===== src/rtl/pipeline_ctrl_pkg.sv =====
// Shared CPU package: pipeline controller state encoding,
// stall hold-enable patterns and the default exception entry PC.
package pipeline_ctrl_pkg;

  typedef enum logic [1:0] {
    RUN,
    WAIT_BUS,
    FLUSH
  } state_t;

  // {wb,mem,ex,id,if,pc} hold enables
  localparam logic [5:0] STALL_NONE = 6'b000000;
  localparam logic [5:0] STALL_IF   = 6'b000011;
  localparam logic [5:0] STALL_ID   = 6'b000111;
  localparam logic [5:0] STALL_EX   = 6'b001111;
  localparam logic [5:0] STALL_MEM  = 6'b011111;
  localparam logic [5:0] STALL_ALL  = 6'b111111;

  localparam logic [31:0] EXC_VECTOR_DEF = 32'hBFC00380;

endpackage


===== src/rtl/pipeline_ctrl.sv =====
// Pipeline controller: stall priority, exception/ERET redirect
// FSM (RUN/WAIT_BUS/FLUSH), delay-slot flag, stall cycle counter.
// Ports: clk, resetn (async low); stall_req_{if,id,ex,mem},
//   exc_req, eret_req, cp0_epc, id_next_isdelayslot in;
//   stall[5:0], flush, new_pc_valid, new_pc, id_isdelayslot,
//   stall_cycles out.
module pipeline_ctrl
  import pipeline_ctrl_pkg::*;
#(
  parameter logic [31:0] EXC_VECTOR = EXC_VECTOR_DEF
) (
  input  logic        clk,
  input  logic        resetn,
  input  logic        stall_req_if,
  input  logic        stall_req_id,
  input  logic        stall_req_ex,
  input  logic        stall_req_mem,
  input  logic        exc_req,
  input  logic        eret_req,
  input  logic [31:0] cp0_epc,
  input  logic        id_next_isdelayslot,
  output logic [5:0]  stall,
  output logic        flush,
  output logic        new_pc_valid,
  output logic [31:0] new_pc,
  output logic        id_isdelayslot,
  output logic [31:0] stall_cycles
);

  state_t      state;
  logic [31:0] target;
  logic        redirect;
  logic        bus_busy;

  // Deepest stalled stage wins.
  function automatic logic [5:0] stall_enc(
    input logic s_if,
    input logic s_id,
    input logic s_ex,
    input logic s_mem
  );
    if (s_mem)     return STALL_MEM;
    else if (s_ex) return STALL_EX;
    else if (s_id) return STALL_ID;
    else if (s_if) return STALL_IF;
    else           return STALL_NONE;
  endfunction

  assign redirect = exc_req | eret_req;
  assign bus_busy = stall_req_if | stall_req_mem;

  // Outputs are forced low while reset is held so the
  // pipeline sees a quiet controller regardless of inputs.
  always_comb begin
    stall        = STALL_NONE;
    flush        = 1'b0;
    new_pc_valid = 1'b0;
    new_pc       = 32'h0;
    if (resetn) begin
      case (state)
        RUN: begin
          if (redirect)
            stall = STALL_ALL;
          else
            stall = stall_enc(stall_req_if, stall_req_id,
                              stall_req_ex, stall_req_mem);
        end
        WAIT_BUS: stall = STALL_ALL;
        FLUSH: begin
          flush        = 1'b1;
          new_pc_valid = 1'b1;
          new_pc       = target;
        end
        default: stall = STALL_NONE;
      endcase
    end
  end

  always_ff @(posedge clk or negedge resetn) begin
    if (!resetn) begin
      state  <= RUN;
      target <= 32'h0;
    end else begin
      case (state)
        RUN: begin
          if (redirect) begin
            target <= exc_req ? EXC_VECTOR : cp0_epc;
            state  <= bus_busy ? WAIT_BUS : FLUSH;
          end
        end
        WAIT_BUS: begin
          if (!bus_busy)
            state <= FLUSH;
        end
        FLUSH:   state <= RUN;
        default: state <= RUN;
      endcase
    end
  end

  always_ff @(posedge clk or negedge resetn) begin
    if (!resetn)
      id_isdelayslot <= 1'b0;
    else if (flush)
      id_isdelayslot <= 1'b0;
    else if (!stall[2])
      id_isdelayslot <= id_next_isdelayslot;
  end

  always_ff @(posedge clk or negedge resetn) begin
    if (!resetn)
      stall_cycles <= 32'h0;
    else if (stall[1] && stall_cycles != 32'hFFFFFFFF)
      stall_cycles <= stall_cycles + 32'h1;
  end

endmodule

===== config.mk =====
export PLATFORM = sky130hd
export DESIGN_NAME = pipeline_ctrl
export DESIGN_NICKNAME = d
export VERILOG_FILES = /design/src/rtl/pipeline_ctrl_pkg.sv /design/src/rtl/pipeline_ctrl.sv
export SDC_FILE = /design/constraint.sdc
export NUM_CORES = 1
export LEC_CHECK = 0
export CAP_MARGIN = 20
export CORE_ASPECT_RATIO = 0.8
export CORE_UTILIZATION = 49
export DETAILED_ROUTE_END_ITERATION = 7
export MAX_ROUTING_LAYER = met4
export PLACE_DENSITY_LB_ADDON = 0.3
export SYNTH_ARGS = -nofsm -noshare
export SYNTH_HDL_FRONTEND = slang
export SYNTH_SLANG_ARGS = --single-unit
export TNS_END_PERCENT = 30

===== constraint.sdc =====
create_clock -name clk -period 4.03 [get_ports clk]
set_clock_uncertainty 0.15 [all_clocks]
set_input_delay 1.209 -clock clk [delete_from_list [all_inputs] [get_ports clk]]
set_output_delay 1.209 -clock clk [all_outputs]
set_load 0.005 [all_outputs]

Yosys cells after proc, flatten, opt, wreduce, memory -nomap -nowiden --
Index checks and enable logic that the tools add are counted.
Word-level totals: output and inout port bits 73, bits in registers 67, logic and storage cells 35, bits of input ports 41
Cells by class: muxes and demuxes 18, bitwise logic cells 2, equal/unequal tests 6, reductions and logical operators 4, $add $sub $neg 1
Operator list (number):
- two-way mux 32 bit | 3
- adder 32 x 1 -> 32 bit, second input constant | 1
- != test 32 bit, second input constant | 1
- two-way mux 6 bit | 2
- one-hot mux 6 bit (2 select lines) | 1
- two-way mux 2 bit | 4
- two-way mux 5 bit | 1
- two-way mux 1 bit | 4
- two-way mux 4 bit | 1
- != test 2 bit, second input constant | 2
- one-hot mux 2 bit (2 select lines) | 1
- AND reduction 2 bit | 2
- two-way mux 3 bit | 1
- equality test 2 x 1 -> 1 bit, second input constant | 1
- equality test 2 bit, second input constant | 1
- zero test 2 bit | 1
- != test 2 x 1 -> 1 bit, second input constant | 1
- bitwise OR 1 bit | 2
- logical AND 1 bit | 1

Logic depth before layout (Yosys ltp) --
Gate-level depths: netlist of run 1.
word-level depth 9, depth in mapped cells 7, gate-level depth less buffers 5

Least setup slack after synthesis of run 1 --
OpenSTA, ideal clock, no wires.
kind input -> output, start in exc_req, end out stall[1], path buffers 2, cell stages on the path 4, data required time 2.671 ns, path slack 0.687 ns, data arrival time 1.984 ns, path through clkbuf_1 > nor3_1 > a31oi_2 > buf_4
Between the ends: word-level cells in the longest chain between the ends 4
RTL lines:
- start, declared | line pipeline_ctrl.sv:18 | input logic exc_req,
- bitwise OR 1 bit | line pipeline_ctrl.sv:49 | assign redirect = exc_req | eret_req;
- two-way mux 6 bit | line pipeline_ctrl.sv:62 | if (redirect)
- one-hot mux 6 bit (2 select lines) | line pipeline_ctrl.sv:60 | case (state)
- two-way mux 6 bit | line pipeline_ctrl.sv:59 | if (resetn) begin
- end, declared | line pipeline_ctrl.sv:22 | output logic [5:0] stall,
Every way passes these cells.

Worst setup path in the final report of run 1 --
start in stall_req_mem, end out stall[3]
Between the ends: word-level cells in the longest chain between the ends 4
RTL lines:
- start, declared | line pipeline_ctrl.sv:17 | input logic stall_req_mem,
- two-way mux 5 bit | line pipeline_ctrl.sv:42 | if (s_mem) return STALL_MEM;
- two-way mux 6 bit | line pipeline_ctrl.sv:62
- one-hot mux 6 bit (2 select lines) | line pipeline_ctrl.sv:60
- two-way mux 6 bit | line pipeline_ctrl.sv:59
Every way passes these cells.

==> results of run 1 <==
cells by family after synthesis:
family	share of synthesized area
compound gates	0.0725
mux	0.0115
fa+ha+maj	0.00384
simple gates	0.287
buf+inv	0.0334
flops	0.514
xor+xnor	0.0779
tightest hold or removal path, cell delays in order (launching register included):
cell	delay, ps
dfrtp_1	340
nand2_1	40
o21ai_0	60
layout make-up:
type / count / area, um2 / share of cell area
inverter: 6 / 22.5 / 0.00483
clock inverter: 7 / 45.0 / 0.00966
clock buffer: 9 / 124 / 0.0266
multi-input combinational: 250 / 1490 / 0.319
tap: 84 / 105 / 0.0225
timing repair buffer: 120 / 1200 / 0.258
sequential: 67 / 1680 / 0.360
per-layer routing:
layer  wire length [um]  vias up
met2               3910       94
met4                121        0
met3                456       11
met1               3390     1334
li1                   -     1367
met5                  0        -
metrics by stage:
step                      instances  area, um2  power [W]  hold WS (ps)  TNS, ps
after floorplan                 342       3260   0.000979           292        0
after global placement          527       4470    0.00114           305    -16.1
after detailed placement        527       4470    0.00117           313     -160
after CTS                       543       4650    0.00165           330        0
after global routing            543       4660    0.00173           354    -3.50
final                           543       4660    0.00163           324        0
worst paths after layout:
kind | endpoint | cells after the start
setup / recovery | stall[3] | 5
hold / removal | target[6] | 2
setup reg to reg | stall_cycles[30] | 5
hold reg to reg | target[6] | 2
max in group asynchronous | stall_cycles[21] | 2
min in group asynchronous | stall_cycles[0] | 2
state kept, by name (all words and copies together), names as in the netlist:
register,count
id_isdelayslot,1
target,32
state,2
stall_cycles,32
Yosys cell counts (2+ instances only):
library cell  instances
nor2_1               23
and2_1               34
xor2_1               16
nor4_1                4
nand3_1              10
o21ai_0              34
mux2_2                2
xnor2_1              13
inv_1                 6
nor3_1               13
a21oi_1               2
dfrtp_1              67
buf_4                 2
nand2b_1             23
nand4_1               9
and3_1               10
and4_1                4
nand2_1              41
clkbuf_1             16
power by group through the flow:
stage          Clock, W  Sequential, W  Combinational, W
3_3_place_gp          0       0.000848          0.000295
6_report       0.000479       0.000848          0.000306
3_5_place_dp          0       0.000856          0.000309
2_1_floorplan         0       0.000838          0.000141
4_1_cts        0.000492       0.000847          0.000311
5_1_grt        0.000520       0.000864          0.000343
timing repair:
action / in CTS / in global routing
pin swaps: 0 / 1
endpoints found under the hold margin: 0 / 0
gates cloned: 0 / 0
endpoints found under the setup margin: 5 / 5
gates resized for setup: 2 / 4
==> flow_summary_export.csv, run 1 <==
group,metric,value,unit
outcome,status,"finished clean",
clock_network,cts-htree-levels,3,
route,wl,7870,um
cells_and_area,fin_util,0.728,
placement,gp_congestion,0.881,
clock_network,cts_root_buf,"clkbuf_8",
die,core,6410,um2
pwr,leakage,2.09,nW
route,routedWlPerCell,14.5,um
setup_path,worstPathArrival,2600,ps
route,vias,2806,
logic_synthesis,synth_seq_cells,67,
clock_network,postCtsHoldBufs,0,
die,die_w,93.2,um
logic_synthesis,yosysWarnings,0,
pwr,pwr-share-seq,0.519,
pwr,p_clk_frac,0.293,
global_route,grtUsageMet1,0.319,
logic_synthesis,avgSynthCellArea,9.54,um2
die,dieArea,6990,um2
global_route,grt_max_degree,65,
global_route,grt_antenna_before_repair,0,
sta,slew_headroom,0.391,
global_route,busiest_layer,"met2",
sta,final-hold-violation-count,0,
cells_and_area,final_cell_mix,"clkdlybuf4s50_1, dfrtp_1, nand2_1",
cells_and_area,final_common_cell,"clkdlybuf4s50_1",
logic_synthesis,synth.cell_area,3260,um2
route,drt-vias-per-instance,5.17,
hold_path,hold_class,"reg -> reg",
setup_path,r2r-start,"stall_cycles[8]",
clock_network,cts_buffers,9,
sta,timing.final.crit_share,0.983,
sta,fmax,253,MHz
global_route,use_met2,0.401,
clock_network,clock_path_buffers,2,
logic_synthesis,syn_nets,384,
setup_path,crit_type,"in -> out",
logic_synthesis,ys_seq_area_frac,0.514,
clock_network,cts.reportedPaths.clkPinSlew,70,ps
route,dr.first_iter.drc_count,105,
cells_and_area,nNetsFinal,496,
pwr,vdd_drop_max,0.000353,V
clock_network,cts_setup_buffers,0,
route,drt.antenna.violating_nets,0,
setup_path,slowest_stage,"clkdlybuf4s50_1",
logic_synthesis,synthTopCellsByArea,"dfrtp_1, and2_1, o21ai_0",
cells_and_area,n_fill_cell,485,
sta,tightest_slew,913,ps
setup_path,critPathLaunch,"stall_req_mem",
logic_synthesis,synth_cells,342,
sta,setup_viol,0,
hold_path,hold_start,"target[6]",
clock_network,cts_tree,"built",
global_route,grt_pass1_wl,12800,um
placement,dpl_worst_slack,-47.0,ps
setup_path,cp-start-kind,"input port",
setup_path,cp.required,2670,ps
route,drc,0,
logic_synthesis,synth_edf_count,0,
global_route,grt.overflow.total,0,
placement,io_buffers,113,
setup_path,path_cells,"clkdlybuf4s50_1 -> nor4_2 -> buf_4 -> a21oi_1 -> clkdlybuf4s50_1",
setup_path,worst_path_most_repeated_cell,"clkdlybuf4s50_1",
cells_and_area,drive_gt1_frac,0.0763,
clock_network,clock_latency,330,ps
setup_path,crit_path_max_fanout,3,
die,ios,114,
logic_synthesis,yosys.area.top_type,"dfrtp_1",
pwr,swShare,0.287,
global_route,met3_usage,0.0556,
sta,setup_ws,69.9,ps
pwr,p_sw,0.000469,W
setup_path,path_buf_inv,3,
die,die_h,75.0,um
pwr,internal_power,0.00116,W
logic_synthesis,yosys.cell_types.count,32,
cells_and_area,diodes,0,
setup_path,setup.worst_path.end_class,"output port",
logic_synthesis,synth_top_area_frac,0.514,
flow_run,max-cap-violations,0,
die,rows,26,
setup_path,r2r_slack,1650,ps
route,firstDrtPassIters,4,
logic_synthesis,async_flop_share,1.00,
logic_synthesis,synth_ff_type,"dfrtp_1",
sta,min_period,3960,ps
global_route,grtUsageTotal,0.250,
pwr,share_comb_of_total_power,0.187,
clock_network,cts_sinks,67,
die,initial_core_util,0.509,
placement,post-dp-hpwl,5610,um
sta,final_max_slew_viol_count,0,
setup_path,slowest_delay,520,ps
cells_and_area,area_growth,43.0,%
global_route,grt_pass1_vias,2657,
pwr,power.density,350,nW/um2
setup_path,path_delay_family,"buffers and inverters",
Note: power is estimated with default switching activity, not from simulation.
==> inputs of run 2 (changes only) <==
CTS_CLUSTER_SIZE = 14   (was default)
==> results of run 2 <==
No change in the layout: final DEF, timing and power equal those of run 1.
==> inputs of run 3 (changes only) <==
--- a/config.mk
+++ b/config.mk
@@ -17,2 +17,2 @@
 export SYNTH_SLANG_ARGS = --single-unit
-export TNS_END_PERCENT = 30
+export TNS_END_PERCENT = 20
==> constraint.sdc (replaced) <==
create_clock -name clk -period 4.03 [get_ports clk]
set_clock_uncertainty 0.15 [all_clocks]
set_input_delay 0.806 -clock clk [delete_from_list [all_inputs] [get_ports clk]]
set_output_delay 0.806 -clock clk [all_outputs]
set_load 0.005 [all_outputs]
==> run 3 against run 2 <==
  * Cell count decreased by 1.1%
  * Critical path depth shrank 1
  * Worst setup slack better by 540 ps
  * Cell area is 1.1% lower
  * Sequential share of layout area rose by 0.40 points
  * Flip-flop and latch count unchanged
  * Clock-buffer cell count up 2
  * Core utilization down 0.80 points
  * Non-clock buffer count is 4 lower
  * Via count shrank 3.8%
  * Combinational power down 3%
  * Critical endpoint is now stall[2]
==> flow_summary_export.csv, run 3 (synthesis results as in run 1) <==
group,metric,value,unit
placement,gp_congestion,0.911,
setup_path,slowest_delay,540,ps
pwr,internal_power,0.00124,W
setup_path,worst_path_most_repeated_cell,"clkdlybuf4s50_1",
placement,io_buffers,113,
clock_network,clock_path_buffers,2,
route,routedWlPerCell,14.1,um
sta,timing.final.crit_share,0.848,
pwr,vdd_drop_max,0.000264,V
cells_and_area,diodes,0,
cells_and_area,seqCellArea,1680,um2
route,drc,0,
die,die_w,93.2,um
pwr,pwr-share-seq,0.504,
cells_and_area,final_common_cell,"clkdlybuf4s50_1",
global_route,grt_pass1_wl,12200,um
cells_and_area,drive_gt1_frac,0.0574,
route,vias,2699,
clock_network,cts_resized,0,
clock_network,cts-htree-levels,3,
die,initial_core_util,0.509,
placement,post-dp-hpwl,5360,um
setup_path,setup.worst_path.end_class,"output port",
sta,final_max_slew_viol_count,0,
sta,fin_tns_setup,0,ps
route,drt-vias-per-instance,5.03,
die,die_h,75.0,um
clock_network,cts_tree,"built",
clock_network,clock_latency,340,ps
cells_and_area,final_cell_mix,"clkdlybuf4s50_1, dfrtp_1, nand2_1",
clock_network,cts_buffers,9,
die,rows,26,
pwr,leakage,2.05,nW
clock_network,cts_sinks,67,
sta,slew_headroom,0.397,
outcome,status,"finished clean",
die,dieArea,6990,um2
setup_path,path_cells,"clkdlybuf4s50_1 -> nor4_1 -> a21oi_1 -> clkdlybuf4s50_1",
cells_and_area,n_fill_cell,485,
hold_path,hold_class,"in -> async",
setup_path,worstPathArrival,2460,ps
global_route,grtUsageTotal,0.239,
die,ios,114,
pwr,share_comb_of_total_power,0.179,
pwr,power.density,360,nW/um2
route,dr.first_iter.drc_count,107,
global_route,grt_max_degree,65,
cells_and_area,multi_input_area,1480,um2
setup_path,cp.required,3070,ps
pwr,p_clk_frac,0.317,
cells_and_area,area_growth,41.4,%
clock_network,cts_root_buf,"clkbuf_8",
setup_path,crit_type,"in -> out",
die,core,6410,um2
sta,min_period,3420,ps
sta,final-hold-violation-count,0,
sta,tightest_slew,904,ps
route,drt.antenna.violating_nets,0,
sta,rsz0062_at_grt,"false",
route,firstDrtPassIters,4,
global_route,grt_pass1_vias,2550,
clock_network,postCtsHoldBufs,0,
route,wl,7570,um
sta,setup_viol,0,
pwr,swShare,0.256,
clock_network,cts.reportedPaths.clkPinSlew,70,ps
cells_and_area,top_regs,"stall_cycles x32, target x32, state x2",
clock_network,cts_setup_buffers,0,
setup_path,cp-start-kind,"input port",
setup_path,crit_path_max_fanout,3,
global_route,grt_antenna_before_repair,0,
setup_path,path_delay_family,"buffers and inverters",
setup_path,slowest_stage,"nor4_1",
flow_run,max-cap-violations,0,
pwr,p_sw,0.000425,W
global_route,grt.overflow.total,0,
setup_path,path_buf_inv,2,
sta,fmax,292,MHz
cells_and_area,nNetsFinal,492,
cells_and_area,fin_util,0.720,
run 3: cell type report:
type                            count  share of cell area
Clock buffer                       11              0.0307
Timing Repair Buffer              116               0.249
Tap cell                           84              0.0228
Sequential cell                    67               0.364
Inverter                            6             0.00488
Multi-Input combinational cell    250               0.320
Clock inverter                      3             0.00868
run 3: worst paths after layout:
kind | startpoint | end | slack (ps) | cells past startpoint
max | stall_req_mem | stall[2] | 610 | 4
min | resetn | stall_cycles[1] | 210 | 1
max reg2reg | stall_cycles[8] | stall_cycles[30] | 1690 | 5
min reg2reg | target[1] | target[1] | 320 | 2
max in group asynchronous | resetn | target[26] | 2510 | 2
min in group clk | target[1] | target[1] | 320 | 2
run 3: per-layer routing:
layer | GRT usage | vias up | routed length [um]
met5 | - | - | 0
met4 | 0.0462 | 0 | 49
met3 | 0.0798 | 4 | 466
met2 | 0.384 | 72 | 3630
met1 | 0.299 | 1265 | 3430
li1 | - | 1358 | -
run 3: metrics by stage:
step	total power (W)	hold WS (ps)	cells	instance area [um2]	worst slack, ps
detailed placement	0.00115	312	523	4430	606
CTS	0.00168	216	537	4610	602
floorplan	0.000979	292	342	3260	1490
global placement	0.00114	304	523	4430	608
global route	0.00177	227	537	4610	475
finish	0.00166	215	537	4610	611
run 3: worst reg2reg max path, cell delays in order (launching register included):
cell and delay [ps]:
dfrtp_1 470, nand4_2 180, nor3_1 500, nand4_1 310, nor3_1 250, mux2_2 370
run 3: power by group through the flow:
stage               clock network (W)  logic, W  registers (W)
finish                       0.000526  0.000297       0.000838
global route                 0.000576  0.000336       0.000854
CTS                          0.000541  0.000302       0.000838
detailed placement                  0  0.000300       0.000849
global placement                    0  0.000292       0.000846
floorplan                           0  0.000141       0.000838
